## config.mk

```make
export PLATFORM = sky130hd
export DESIGN_NAME = rr_arb_mux
export DESIGN_NICKNAME = d
export VERILOG_FILES = /design/src/rtl/rr_arb_mux.sv
export SDC_FILE = /design/constraint.sdc
export NUM_CORES = 1
export LEC_CHECK = 0
export CORE_ASPECT_RATIO = 0.75
export CORE_MARGIN = 5
export CORE_UTILIZATION = 35
export DETAILED_ROUTE_END_ITERATION = 12
export PLACE_DENSITY = 0.71
export SYNTH_ARGS = -nofsm -noshare
export SYNTH_HDL_FRONTEND = slang
export SYNTH_SLANG_ARGS = --single-unit
```

## constraint.sdc

```tcl
create_clock -name clk -period 6.4 [get_ports clk]
set_input_delay 1.28 -clock clk [delete_from_list [all_inputs] [get_ports clk]]
set_output_delay 1.28 -clock clk [all_outputs]
set_load 0.005 [all_outputs]
```

## src/rtl/rr_arb_mux.sv

```systemverilog
// rr_arb_mux -- N-channel round-robin arbiter feeding a single registered
// output slot (valid/ready on both sides).
//
// Build option: define RR_ARB_MUX_FIXED_PRIO_EN to replace round-robin with
// fixed lowest-index-first priority in auto mode. Manual mode is the same in
// both builds.
//
// Ports
//   clk           clock, all state on rising edge
//   rst           synchronous active-high reset
//   in_data       N*WIDTH payloads, channel i at [i*WIDTH +: WIDTH]
//   in_valid      per-channel offer valid
//   in_ready      per-channel accept (one-hot or zero)
//   sel_force_en  1 = manual mode (arbitration disabled)
//   sel_force     channel index used in manual mode
//   out_data      registered payload
//   out_valid     output slot holds a word
//   out_ready     downstream accept
//   out_sel       channel index of the payload in out_data

// Per-channel accept: a channel is accepted only when it holds the grant
// and the output slot can take a word this cycle.
module rr_arb_mux_lane #(
    parameter int IDX  = 0,
    parameter int SELW = 1
) (
    input  logic            can_load,
    input  logic            gnt_vld,
    input  logic [SELW-1:0] gnt_idx,
    output logic            ready
);
    assign ready = can_load && gnt_vld && (gnt_idx == SELW'(IDX));
endmodule

module rr_arb_mux #(
    parameter int  WIDTH = 4,
    parameter int  N     = 4,
    localparam int SELW  = (N > 1) ? $clog2(N) : 1
) (
    input  logic                 clk,
    input  logic                 rst,
    input  logic [N*WIDTH-1:0]   in_data,
    input  logic [N-1:0]         in_valid,
    output logic [N-1:0]         in_ready,
    input  logic                 sel_force_en,
    input  logic [SELW-1:0]      sel_force,
    output logic [WIDTH-1:0]     out_data,
    output logic                 out_valid,
    input  logic                 out_ready,
    output logic [SELW-1:0]      out_sel
);
    typedef enum logic {EMPTY = 1'b0, FULL = 1'b1} state_t;

    state_t                   state_q, state_d;
    logic [N-1:0][WIDTH-1:0]  ch_data;
    logic                     gnt_vld;
    logic [SELW-1:0]          gnt_idx;
    logic                     can_load;
    logic                     load;

`ifndef RR_ARB_MUX_FIXED_PRIO_EN
    // Index of the most recent auto-mode winner; search starts one above it.
    logic [SELW-1:0]          last_q;
    int                       idx;
`endif

    assign ch_data   = in_data;
    assign out_valid = (state_q == FULL);

    // Slot is free, or the current word leaves this cycle. Gating with rst
    // keeps every in_ready low while reset is held.
    assign can_load  = !rst && ((state_q == EMPTY) || (out_valid && out_ready));
    assign load      = can_load && gnt_vld;

    // Grant selection. Loops run high-to-low so the highest-priority hit is
    // the last assignment and wins.
    always_comb begin
        gnt_vld = 1'b0;
        gnt_idx = '0;
`ifndef RR_ARB_MUX_FIXED_PRIO_EN
        idx     = 0;
`endif
        if (sel_force_en) begin
            // Out-of-range sel_force matches no channel, so no grant.
            for (int i = 0; i < N; i++) begin
                if (sel_force == SELW'(i) && in_valid[i]) begin
                    gnt_vld = 1'b1;
                    gnt_idx = SELW'(i);
                end
            end
        end else begin
`ifdef RR_ARB_MUX_FIXED_PRIO_EN
            for (int i = N - 1; i >= 0; i--) begin
                if (in_valid[i]) begin
                    gnt_vld = 1'b1;
                    gnt_idx = SELW'(i);
                end
            end
`else
            // Offset k=1 (last+1) is highest priority, k=N (last itself) lowest.
            for (int k = N; k >= 1; k--) begin
                idx = (int'(last_q) + k) % N;
                if (in_valid[idx]) begin
                    gnt_vld = 1'b1;
                    gnt_idx = SELW'(idx);
                end
            end
`endif
        end
    end

    genvar g;
    generate
        for (g = 0; g < N; g++) begin : g_lane
            rr_arb_mux_lane #(
                .IDX  (g),
                .SELW (SELW)
            ) u_lane (
                .can_load (can_load),
                .gnt_vld  (gnt_vld),
                .gnt_idx  (gnt_idx),
                .ready    (in_ready[g])
            );
        end
    endgenerate

    // Output slot FSM: a load always leaves it FULL (covers drain+load with
    // no bubble); a drain without a load empties it.
    always_comb begin
        state_d = state_q;
        case (state_q)
            EMPTY:   if (load) state_d = FULL;
            FULL:    if (out_ready && !load) state_d = EMPTY;
            default: state_d = EMPTY;
        endcase
    end

    always_ff @(posedge clk) begin
        if (rst) state_q <= EMPTY;
        else     state_q <= state_d;
    end

    // Payload register holds its value across a drain; only a load or reset
    // changes it.
    always_ff @(posedge clk) begin
        if (rst) begin
            out_data <= '0;
            out_sel  <= '0;
`ifndef RR_ARB_MUX_FIXED_PRIO_EN
            last_q   <= SELW'(N - 1);
`endif
        end else if (load) begin
            out_data <= ch_data[gnt_idx];
            out_sel  <= gnt_idx;
`ifndef RR_ARB_MUX_FIXED_PRIO_EN
            if (!sel_force_en) last_q <= gnt_idx;
`endif
        end
    end
endmodule

```

Yosys cells after proc, flatten, opt, wreduce, memory -nomap -nowiden:

Index checks and enable logic that the tools add are counted.
Widths: inputs -> output; s select.

* logic and storage cells: 81
* input bits: 26
* register bits: 9
* output and inout port bits: 11

* equality and inequality tests: 6
* $add $sub $neg: 4
* bitwise operators: 6
* order comparisons: 5
* multiplexer cells: 34
* reduce and logical (&&, ||, !) cells: 22

Operators by type and width (number)
* $mux 1: 20
* $lt 3x4->1 const B: 4
* $mux 2: 7
* $logic_and 1x1->1: 12
* $bmux 1 s2: 4
* $bmux 4 s2: 1
* $eq 2x2->1 const B: 4
* $reduce_or 2->1: 4
* $add 2x1->2 const B: 2
* $add 2x2->2 const B: 2
* $and 1x1->1 const A: 4
* $eq 2x1->1 const B: 2
* $logic_not 2->1: 2
* $mux 4: 1
* $lt 2x3->1 const B: 1
* $logic_not 1->1: 2
* $not 1->1: 2
* $pmux 1 s2: 1
* $reduce_and 2->1: 1
* $logic_or 1x1->1: 1

Logic depth before layout (Yosys ltp):

Gate-level depths: netlist of run 1.

* word-level depth: 16
* mapped depth: 9
* depth with buffers taken out: 6

Cells and area by module:

Synthesis of run 1 repeated with hierarchy kept, for this count alone.

* cells, all modules: 92
* area, all modules: 767.0 µm²

By module, submodules not included
* rr_arb_mux: cells each 88, seq. area each 180.2 µm², times used 1, area each 725.7 µm²
* rr_arb_mux_lane (g_lane[1].u_lane ...): cells each 1, seq. area each 0.0 µm², times used 2, area each 10.0 µm²
* rr_arb_mux_lane (g_lane[0].u_lane): cells each 1, seq. area each 0.0 µm², times used 1, area each 12.5 µm²
* rr_arb_mux_lane (g_lane[3].u_lane): cells each 1, seq. area each 0.0 µm², times used 1, area each 8.8 µm²

Worst setup path after synthesis of run 1:

No wires, ideal clock.

* kind: input to output
* from: input port in_valid[3]
* to: output port in_ready[1]
* required time: 5120 ps
* path slack: 2465 ps
* cell stages on the path: 7
* data arrival time: 2655 ps
* path buffers: 3
* cell sequence: buf_4 -> mux4_2 -> and2_1 -> o21ai_1 -> buf_2 -> nor3_1 -> buf_4

* longest elaborated chain between the ends: 10
* elaborated cells on any way between the ends: 28
* classes of those cells: 1 x eq/ne; 24 x mux; 3 x reduce/logical

RTL lines
* start: declaration: line 43 `input logic [N-1:0] in_valid,`
* $bmux 1 s2: line 103 `if (in_valid[idx]) begin`
* $mux 1 (implied by the code) (2 in a row): line 103
* $mux 2 or $mux 1 (tied branches) (4 in a row): line 103
* $mux 2 or $mux 1 (tied branches): line 83 `if (sel_force_en) begin`
* $eq 2x1->1 or $logic_and 1x1->1 (tied branches): line 32 `assign ready = can_load && gnt_vld && (gnt_idx == SELW'(IDX));`
* $logic_and 1x1->1 *: line 32
* end: declaration: line 44 `output logic [N-1:0] in_ready,`

Mark *: on every way between the ends. The rest lies on a longest branch, timed or not. The select of a mux whose other input is x is not followed.

Final worst setup path of run 1:

* from: input port in_valid[3]
* to: output port in_ready[3]

* longest elaborated chain between the ends: 10
* elaborated cells on any way between the ends: 28
* classes of those cells: 1 x eq/ne; 24 x mux; 3 x reduce/logical

RTL lines (line)
* $bmux 1 s2: 103
* $mux 1 (implied by the code) (2 in a row): 103
* $mux 2 or $mux 1 (tied branches) (4 in a row): 103
* $mux 2 or $mux 1 (tied branches): 83
* $eq 2x2->1 or $logic_and 1x1->1 (tied branches): 32
* $logic_and 1x1->1 *: 32

Marked as above.

==> results of run 1 <==
==> metal layers <==
metal | wire length, µm | GRT usage [%] | up-vias
met5 | 0 | 0 | -
met1 | 929 | 16.6 | 356
met2 | 958 | 21.5 | 26
met4 | 0 | 2.12 | 0
met3 | 165 | 5.91 | 0
li1 | - | - | 399
==> metrics by stage <==
step	setup slack [ps]	hold WS [ps]	util (%)	cell area, µm²
finish	1430	466	54.6	1100
global route	1290	500	54.6	1100
CTS	1470	470	54.6	1100
detailed placement	1480	462	53.3	1070
global placement	1510	457	53.3	1070
floorplan	2470	458	-	742
==> cell type report <==
| cell class | count | area [µm²] | area share (%) |
|---|---|---|---|
| clock buffer | 4 | 26.3 | 2.39 |
| multi-input combinational | 65 | 465 | 42.3 |
| inverter | 8 | 30.0 | 2.73 |
| tap | 24 | 30.0 | 2.73 |
| sequential | 9 | 180 | 16.4 |
| timing repair buffer | 37 | 368 | 33.4 |
==> worst paths after layout <==
check,endpoint,cells past startpoint,from
hold reg to reg,out_data[1]$_SDFFE_PP0P_,2,out_data[1]$_SDFFE_PP0P_
hold / removal,out_data[1]$_SDFFE_PP0P_,2,out_data[1]$_SDFFE_PP0P_
setup / recovery,in_ready[3],6,in_valid[3]
setup reg to reg,out_data[3]$_SDFFE_PP0P_,6,last_q[0]$_SDFFE_PP1P_
==> Yosys cell counts, drive strengths merged, types with 2 or more instances <==
master,count
o21a,2
inv,8
nand3,6
and3,2
a211oi,2
nand2b,2
nand2,6
o221a,4
dfxtp,9
nor3,2
buf,7
o21ai,3
a221oi,3
a21oi,5
mux2i,5
nor2b,3
nor2,7
==> critical path, cell delays in order <==
cell,delay [ps]
clkdlybuf4s50_1,630
nor2b_1,120
o21a_1,200
o32ai_1,660
nor3b_1,270
clkdlybuf4s50_1,530
==> registers in the layout, indices dropped and copies added (netlist names) <==
name       flops
out_valid      1
out_data       4
out_sel        2
last_q         2
==> where the power goes <==
| group | leakage (µW) | internal [µW] | switching, µW |
|---|---|---|---|
| registers | 0.0000748 | 62.8 | 4.50 |
| clock network | 0.0000150 | 24.1 | 21.4 |
| logic | 0.000376 | 42.1 | 28.2 |
==> cells by family after synthesis <==
| kind of cell | synth area share [%] |
|---|---|
| and+or+nand+nor | 22.8 |
| DFF | 24.3 |
| muxes | 11.3 |
| AOI/OAI and AO/OA | 28.7 |
| buffers and inverters | 13.0 |
==> impl_metrics.py, run 1 <==
metrics = {
    "clock_network": {
        "cts_buffers": 3,
        "cts_buffer_depth": 2,
        "clock-root-buffer": "clkbuf_4",
        "cts.clk_slew.worst_paths_ps": 60,
        "clock_latency_ps": 270,
        "cts_htree_levels": 1,
        "post_cts_buffers": 0,
        "cts_resized": 0,
        "cts.sinks": 9,
        "ctsHoldBuffers": 0,
        "tritoncts": "built",
    },
    "sta": {
        "slew_headroom_pct": 46.9,
        "final.min_clock_period_ps": 4970,
        "worst_slew_pin_slew_ps": 794,
        "slew_violations": 0,
        "grt_setup_unrepaired": "false",
        "finalHoldViolCount": 0,
        "setup_viol": 0,
        "layout_worst_path_cycle_share_pct": 77.6,
        "tns_ps": 0,
        "fmax_mhz": 201,
        "skew_ps": 6.40,
    },
    "critical_path": {
        "path_class": "in2out",
        "startpoint_type": "input port",
        "crit_path_end_kind": "output pin",
        "r2r_setup_slack_ps": 4150,
        "arrival_ps": 3690,
        "crit_required_ps": 5120,
        "crit_fanout": 9,
    },
    "synth": {
        "synthesis.instances": 90,
        "yosys-top-cells-area": "dfxtp_1, mux2i_1, buf_4, o221a_2, nand3_1",
        "synth_warnings": 0,
        "synth_area_um2": 742,
        "yosysUniqueCellTypes": 36,
        "yosysSeqAreaShare_pct": 24.3,
        "synth_top_area_share_pct": 24.3,
        "syn-num-nets": 116,
        "yosysTopAreaCell": "dfxtp_1",
        "synth-edff-count": 0,
        "postSynthAreaPerCell_um2": 8.24,
        "ys_ff_latch": 9,
        "synthArstFlopShare_pct": 0,
        "yosys_most_used_dff": "dfxtp_1",
    },
    "cells_and_area": {
        "syn2layout_area_growth_pct": 48.2,
        "fin_nets": 150,
        "diodes": 0,
        "instances_no_fill": 147,
        "final_common_cell": "clkdlybuf4s50_1",
        "final_cell_mix": "clkdlybuf4s50_1, dfxtp_1, inv_1",
        "fillCellCount": 192,
        "drive_gt1_share_pct": 8.94,
    },
    "routing": {
        "drt-total-wl_um": 2050,
        "drc_errors": 0,
        "antenna_left": 0,
        "routed_via_density": 5.31,
        "firstDrtPassIters": 4,
        "initialDrtViolationCount": 23,
        "routed-via-count": 781,
        "avgRoutedWirePerCell_um": 14.0,
    },
    "floorplan": {
        "die_area_mm2": 0.00315,
        "die_x_um": 63.2,
        "core_area_mm2": 0.00201,
        "fp.dieH_um": 49.9,
        "placementRows": 14,
        "io_pins": 37,
        "start_util_pct": 36.8,
    },
    "run_status": {
        "status": "completed",
    },
    "global_routing": {
        "grt_usage_pct": 13.3,
        "overflow": 0,
        "grt_pass1_vias": 735,
        "antenna_found_initial": 0,
        "grt_pass1_wl_um": 3400,
        "grt_max_degree": 14,
    },
    "place": {
        "gp_congestion": 0.841,
        "io_buffers": 36,
        "dp_hpwl_um": 1640,
        "post-place-cells": 143,
    },
    "power_and_ir_drop": {
        "p_total_uw": 183,
        "vdd_ir_drop_max_v": 0.000107,
        "p_leak_uw": 0.000466,
        "power_density_mw_per_mm2": 166,
    },
    "run": {
        "maxCapViolations": 0,
    },
    "hold_path": {
        "hp-class": "reg2reg",
    },
}
Note: power is estimated with default switching activity, not from simulation.
==> run 2, diff against run 1 <==
==> constraint.sdc (replaced) <==
create_clock -name clk -period 4.9 [get_ports clk]
set_input_delay 0.98 -clock clk [delete_from_list [all_inputs] [get_ports clk]]
set_output_delay 0.98 -clock clk [all_outputs]
set_load 0.005 [all_outputs]
==> run 2 against run 1 <==
  * Non-clock buffer count up 1
  * Count of clock-buffer cells in the layout unchanged
  * Hold slack better by 11 ps
  * Clock power up 29%
  * Sequential share of layout area down 0.11 points
  * Core utilization up 0.37 points
==> impl_metrics.py, run 2 (synthesized netlist as in run 1, its figures left out) <==
metrics = {
    "place": {
        "place_area_mm2": 0.00108,
        "io_buffers": 36,
        "dp_hpwl_um": 1610,
        "gp_congestion": 0.820,
    },
    "critical_path": {
        "cp_cell_sequence": "clkdlybuf4s50_1 -> nor2b_1 -> and3_1 -> o31a_1 -> and3b_4 -> nand2_1 -> nor2_1 -> clkdlybuf4s50_1",
        "r2r_setup_slack_ps": 2890,
        "crit_fanout": 13,
        "slowest_delay_ps": 640,
        "path_class": "in2out",
        "crit_path_end_kind": "output pin",
        "worst_path_max_delay_cell": "clkdlybuf4s50_1",
        "path_buf_inv": 2,
        "startpoint_type": "input port",
        "arrival_ps": 3340,
        "crit_required_ps": 3920,
        "cpMostUsedCell": "clkdlybuf4s50_1",
        "critical_path.top_delay_family": "buffers and inverters",
    },
    "clock_network": {
        "clock-root-buffer": "clkbuf_4",
        "cts_resized": 0,
        "post_cts_buffers": 0,
        "tritoncts": "built",
        "clock_latency_ps": 260,
        "cts_htree_levels": 1,
        "cts.sinks": 9,
        "cts_buffers": 3,
        "ctsHoldBuffers": 0,
        "cts.clk_slew.worst_paths_ps": 60,
        "cts_buffer_depth": 2,
    },
    "floorplan": {
        "die_x_um": 63.2,
        "fp.dieH_um": 49.9,
        "start_util_pct": 36.8,
        "die_area_mm2": 0.00315,
        "placementRows": 14,
        "core_area_mm2": 0.00201,
        "io_pins": 37,
    },
    "power_and_ir_drop": {
        "p_comb_share_pct": 38.9,
        "p_int_uw": 169,
        "vdd_ir_drop_max_v": 0.000113,
        "power_density_mw_per_mm2": 216,
        "swShare_pct": 29.1,
        "power_frac_seq_pct": 36.6,
        "p_leak_uw": 0.000471,
        "clock_power_share_pct": 24.5,
        "switchingPower_uw": 69.4,
    },
    "cells_and_area": {
        "fin_nets": 151,
        "drive_gt1_share_pct": 9.68,
        "final_cell_mix": "clkdlybuf4s50_1, dfxtp_1, inv_1",
        "top_regs": "out_data x4, last_q x2, out_sel x2",
        "regMostFlops": "out_data",
        "syn2layout_area_growth_pct": 49.2,
        "final_common_cell": "clkdlybuf4s50_1",
        "postLayoutCellArea_mm2": 0.00111,
        "diodes": 0,
        "largest_register_ffs": 4,
    },
    "routing": {
        "routed_via_density": 5.32,
        "initialDrtViolationCount": 44,
        "drc_errors": 0,
        "firstDrtPassIters": 4,
        "avgRoutedWirePerCell_um": 13.5,
        "routed-via-count": 788,
        "antenna_left": 0,
        "drt-total-wl_um": 1990,
    },
    "global_routing": {
        "grt_max_degree": 14,
        "grt_pass1_vias": 737,
        "antenna_found_initial": 0,
        "grt_pass1_wl_um": 3370,
        "grt_usage_pct": 13.2,
        "overflow": 0,
    },
    "hold_path": {
        "hp-class": "reg2reg",
    },
    "sta": {
        "finalHoldViolCount": 0,
        "final.min_clock_period_ps": 4320,
        "fmax_mhz": 232,
        "worst_slew_pin_slew_ps": 364,
        "slew_headroom_pct": 75.7,
        "tns_ps": 0,
        "slew_violations": 0,
        "grt_setup_unrepaired": "false",
        "setup_viol": 0,
        "skew_ps": 4.31,
        "layout_worst_path_cycle_share_pct": 88.1,
    },
    "run_status": {
        "status": "completed",
    },
    "run": {
        "maxCapViolations": 0,
    },
}
[run 2: area by class of cell]
type	instances	area [µm²]
repair buffers	38	375
well taps	24	30.0
inverters	8	30.0
fillers	199	907
multi-input cells	65	465
clock buffers	4	26.3
flip-flops and latches	9	180
[run 2: tightest hold or removal path, cell delays in order (launching register included)]
cell and delay, ps:
dfxtp_1 310, nand2_1 50, a221oi_1 70
[run 2: per-layer routing]
metal  global-route usage, %  wire (µm)  part of all wire, %
met1                    17.5        899                   45
met2                    19.5        899                   45
met3                    6.59        185                  9.3
met4                    2.12          6                 0.30
met5                       0          0                    0
[run 2: final timing paths]
| path | startpoint | to | depth (start not counted) |
|---|---|---|---|
| hold reg to reg | out_data[0]$_SDFFE_PP0P_ | out_data[0]$_SDFFE_PP0P_ | 2 |
| hold / removal | out_data[0]$_SDFFE_PP0P_ | out_data[0]$_SDFFE_PP0P_ | 2 |
| setup / recovery | in_valid[3] | in_ready[0] | 8 |
| setup reg to reg | last_q[1]$_SDFFE_PP1P_ | out_data[1]$_SDFFE_PP0P_ | 6 |
[run 2: through the flow]
stage	total power, µW	worst slack [ps]	util (%)	hold slack [ps]	instances
6_report	239	584	55.0	477	148
5_1_grt	256	434	55.0	498	148
4_1_cts	242	579	55.0	478	148
3_5_place_dp	182	596	53.7	467	144
3_3_place_gp	181	657	53.7	469	144
2_1_floorplan	139	1570	-	458	90
[run 2: power by group through the flow]
stage                     logic [µW]  clock network [µW]  registers, µW
final                           93.0                58.5           87.4
after global routing             102                66.0           88.4
after CTS                       93.8                60.4           87.4
after detailed placement        93.3                   0           89.1
after global placement          91.4                   0           89.1
after floorplan                 49.7                   0           89.2
==> run 3, diff against run 2 <==
--- a/config.mk
+++ b/config.mk
@@ -12,4 +12,5 @@
 export PLACE_DENSITY = 0.71
 export SYNTH_ARGS = -nofsm -noshare
 export SYNTH_HDL_FRONTEND = slang
+export SYNTH_HIERARCHICAL = 1
 export SYNTH_SLANG_ARGS = --single-unit
==> run 3 against run 2 <==
  * Register-to-register slack got worse by 80 ps
  * Fmax rose by 3.3%
  * First-iteration DRC count fell by 36%
  * Sequential power rose by 2.4%
  * Hold slack improved by 1.9 ps
  * Sequential share of layout area fell by 0.50 points
  * Area after synthesis rose by 3.4%
  * Non-clock buffer count fell by 1
  * Core utilization rose by 0.77 points
  * Largest cell class unchanged
  * Global-route usage rose by 0.46 points
==> impl_metrics.py, run 3 <==
metrics = {
    "run_status": {
        "status": "completed",
    },
    "synth": {
        "yosysSeqAreaShare_pct": 23.5,
        "yosys.area_share.simple_pct": 28.1,
        "synth-edff-count": 0,
        "syn-num-nets": 118,
        "synth.most_common_cell": "mux2i_1",
        "synth_top_area_share_pct": 23.5,
        "muxShareOfSynthArea_pct": 14.5,
        "synth_compound_area_share_pct": 25.1,
        "yosys-top-cells-count": "mux2i_1, dfxtp_1, o21ai_0",
        "synth_area_um2": 767,
        "synthArstFlopShare_pct": 0,
        "synth_warnings": 6,
        "synthXorXnorAreaFrac_pct": 0,
        "ys_ff_latch": 9,
        "yosys-top-cells-area": "dfxtp_1, mux2i_1, o21ai_0, o221ai_1, or3b_1",
        "postSynthAreaPerCell_um2": 8.34,
        "yosysUniqueCellTypes": 38,
        "yosys_most_used_dff": "dfxtp_1",
        "synthesis.instances": 92,
        "synth_top_family_by_area": "simple AND/OR/NAND/NOR gates",
        "yosysTopAreaCell": "dfxtp_1",
        "synthAdderAreaFrac_pct": 0,
    },
    "routing": {
        "drt-total-wl_um": 2190,
        "routed-via-count": 825,
        "initialDrtViolationCount": 28,
        "firstDrtPassIters": 4,
        "routed_via_density": 5.50,
        "drc_errors": 0,
        "avgRoutedWirePerCell_um": 14.6,
        "antenna_left": 0,
    },
    "cells_and_area": {
        "fin_nets": 153,
        "multi_input_area_um2": 519,
        "diodes": 0,
        "fillCellCount": 193,
        "instances_no_fill": 150,
        "final_cell_mix": "clkdlybuf4s50_1, mux2i_1, dfxtp_1",
        "final_common_cell": "clkdlybuf4s50_1",
        "top_regs": "out_data x4, last_q x2, out_sel x2",
        "regMostFlops": "out_data",
        "syn2layout_area_growth_pct": 48.9,
        "drive_gt1_share_pct": 8.73,
        "largest_register_ffs": 4,
        "register_area_um2": 180,
    },
    "critical_path": {
        "cpMostUsedCell": "clkdlybuf4s50_1",
        "crit_required_ps": 3920,
        "slowest_delay_ps": 640,
        "cp_cell_sequence": "clkdlybuf4s50_1 -> nand2b_2 -> a31o_1 -> and4_4 -> a21oi_1 -> and4bb_2 -> clkdlybuf4s50_1",
        "path_class": "in2out",
        "worst_path_max_delay_cell": "clkdlybuf4s50_1",
        "crit_path_end_kind": "output pin",
        "r2r_setup_slack_ps": 2810,
        "arrival_ps": 3200,
        "startpoint_type": "input port",
        "crit_fanout": 8,
    },
    "floorplan": {
        "io_pins": 37,
        "placementRows": 14,
        "die_area_mm2": 0.00324,
        "core_area_mm2": 0.00205,
        "fp.dieH_um": 50.5,
        "die_x_um": 64.1,
        "start_util_pct": 37.4,
    },
    "sta": {
        "worst_slew_pin_slew_ps": 455,
        "tns_ps": 0,
        "slew_headroom_pct": 69.7,
        "layout_worst_path_cycle_share_pct": 85.3,
        "fmax_mhz": 239,
        "final.min_clock_period_ps": 4180,
        "grt_setup_unrepaired": "false",
        "setup_viol": 0,
        "skew_ps": 2.53,
        "finalHoldViolCount": 0,
        "slew_violations": 0,
    },
    "global_routing": {
        "grt_pass1_wl_um": 3530,
        "grt_max_degree": 14,
        "overflow": 0,
        "grt_usage_pct": 13.7,
        "grt_pass1_vias": 755,
        "antenna_found_initial": 0,
    },
    "place": {
        "gp_congestion": 0.918,
        "post-place-cells": 146,
        "dp_hpwl_um": 1760,
        "io_buffers": 36,
    },
    "clock_network": {
        "post_cts_buffers": 0,
        "ctsHoldBuffers": 0,
        "cts.sinks": 9,
        "clock_latency_ps": 260,
        "cts_htree_levels": 1,
        "cts_buffer_depth": 2,
        "tritoncts": "built",
        "cts.clk_slew.worst_paths_ps": 60,
        "clock-root-buffer": "clkbuf_4",
        "cts_buffers": 3,
        "cts_resized": 0,
    },
    "power_and_ir_drop": {
        "p_leak_uw": 0.000449,
        "p_total_uw": 250,
        "vdd_ir_drop_max_v": 0.000140,
        "power_density_mw_per_mm2": 219,
    },
    "hold_path": {
        "hp-class": "reg2reg",
    },
    "run": {
        "maxCapViolations": 0,
    },
}
[run 3: changes by cell type in the layout (fill, tap and decap cells not counted), moves of 2 or more]
cell and change:
o221ai_1 +4, mux2i_1 +5, nor2b_1 -2, or3b_1 +4, o21ai_0 +5, inv_1 -3, nand3_1 -4, o21a_1 -2
nand2_1 -2, a211oi_1 -2, o221a_2 -3, a211o_1 +3, a221oi_1 -2
[run 3: cell families (layout without fill, tap and decap cells)]
group / Yosys count / in the layout
muxes: 11 / 11
and+or+nand+nor: 33 / 33
AOI/OAI and AO/OA: 27 / 27
buffers and inverters: 12 / 46
DFF: 9 / 9
[run 3: path summary, 6_finish.rpt]
kind | from | to | depth (start not counted)
worst max-delay path | in_valid[2] | in_ready[0] | 7
worst min-delay path | out_sel[0]$_SDFFE_PP0P_ | out_sel[0]$_SDFFE_PP0P_ | 2
worst max register to register | last_q[1]$_SDFFE_PP1P_ | out_data[3]$_SDFFE_PP0P_ | 6
worst min register to register | out_sel[0]$_SDFFE_PP0P_ | out_sel[0]$_SDFFE_PP0P_ | 2
[run 3: stage by stage]
| step | worst slack, ps | hold WS, ps | cell area [µm²] | utilization (%) |
|---|---|---|---|---|
| finish | 720 | 479 | 1140 | 55.7 |
| global route | 536 | 507 | 1140 | 55.7 |
| CTS | 709 | 477 | 1140 | 55.7 |
| detailed placement | 712 | 467 | 1120 | 54.5 |
| floorplan | 1910 | 466 | 767 | - |
| global placement | 768 | 461 | 1120 | 54.5 |
[run 3: worst max-delay path, delay by kind of cell]
family / cells / cell delay [ps]
compound gates: 2 / 520
buf+inv: 2 / 1140
simple gates: 3 / 550
[run 3: report_power, final]
part,internal [µW],switching (µW),leakage (µW)
Clock,31.4,26.8,0.0000150
Sequential,82.7,6.78,0.0000746
Combinational,60.6,41.3,0.000359
[run 3: routing by layer]
layer / wire, µm / up-vias / part of all wire (%) / global-route usage, %
li1: - / 413 / - / -
met2: 1060 / 35 / 48 / 20.2
met4: 22 / 0 / 1.0 / 6.23
met3: 138 / 2 / 6.3 / 4.91
met1: 968 / 375 / 44 / 17.8
met5: 0 / - / 0 / 0
[run 3: area by class of cell]
class / count / share of cell area, %
multi-input cells: 71 / 45.5
well taps: 24 / 2.63
flip-flops and latches: 9 / 15.8
inverters: 5 / 1.64
repair buffers: 37 / 32.2
clock buffers: 4 / 2.30
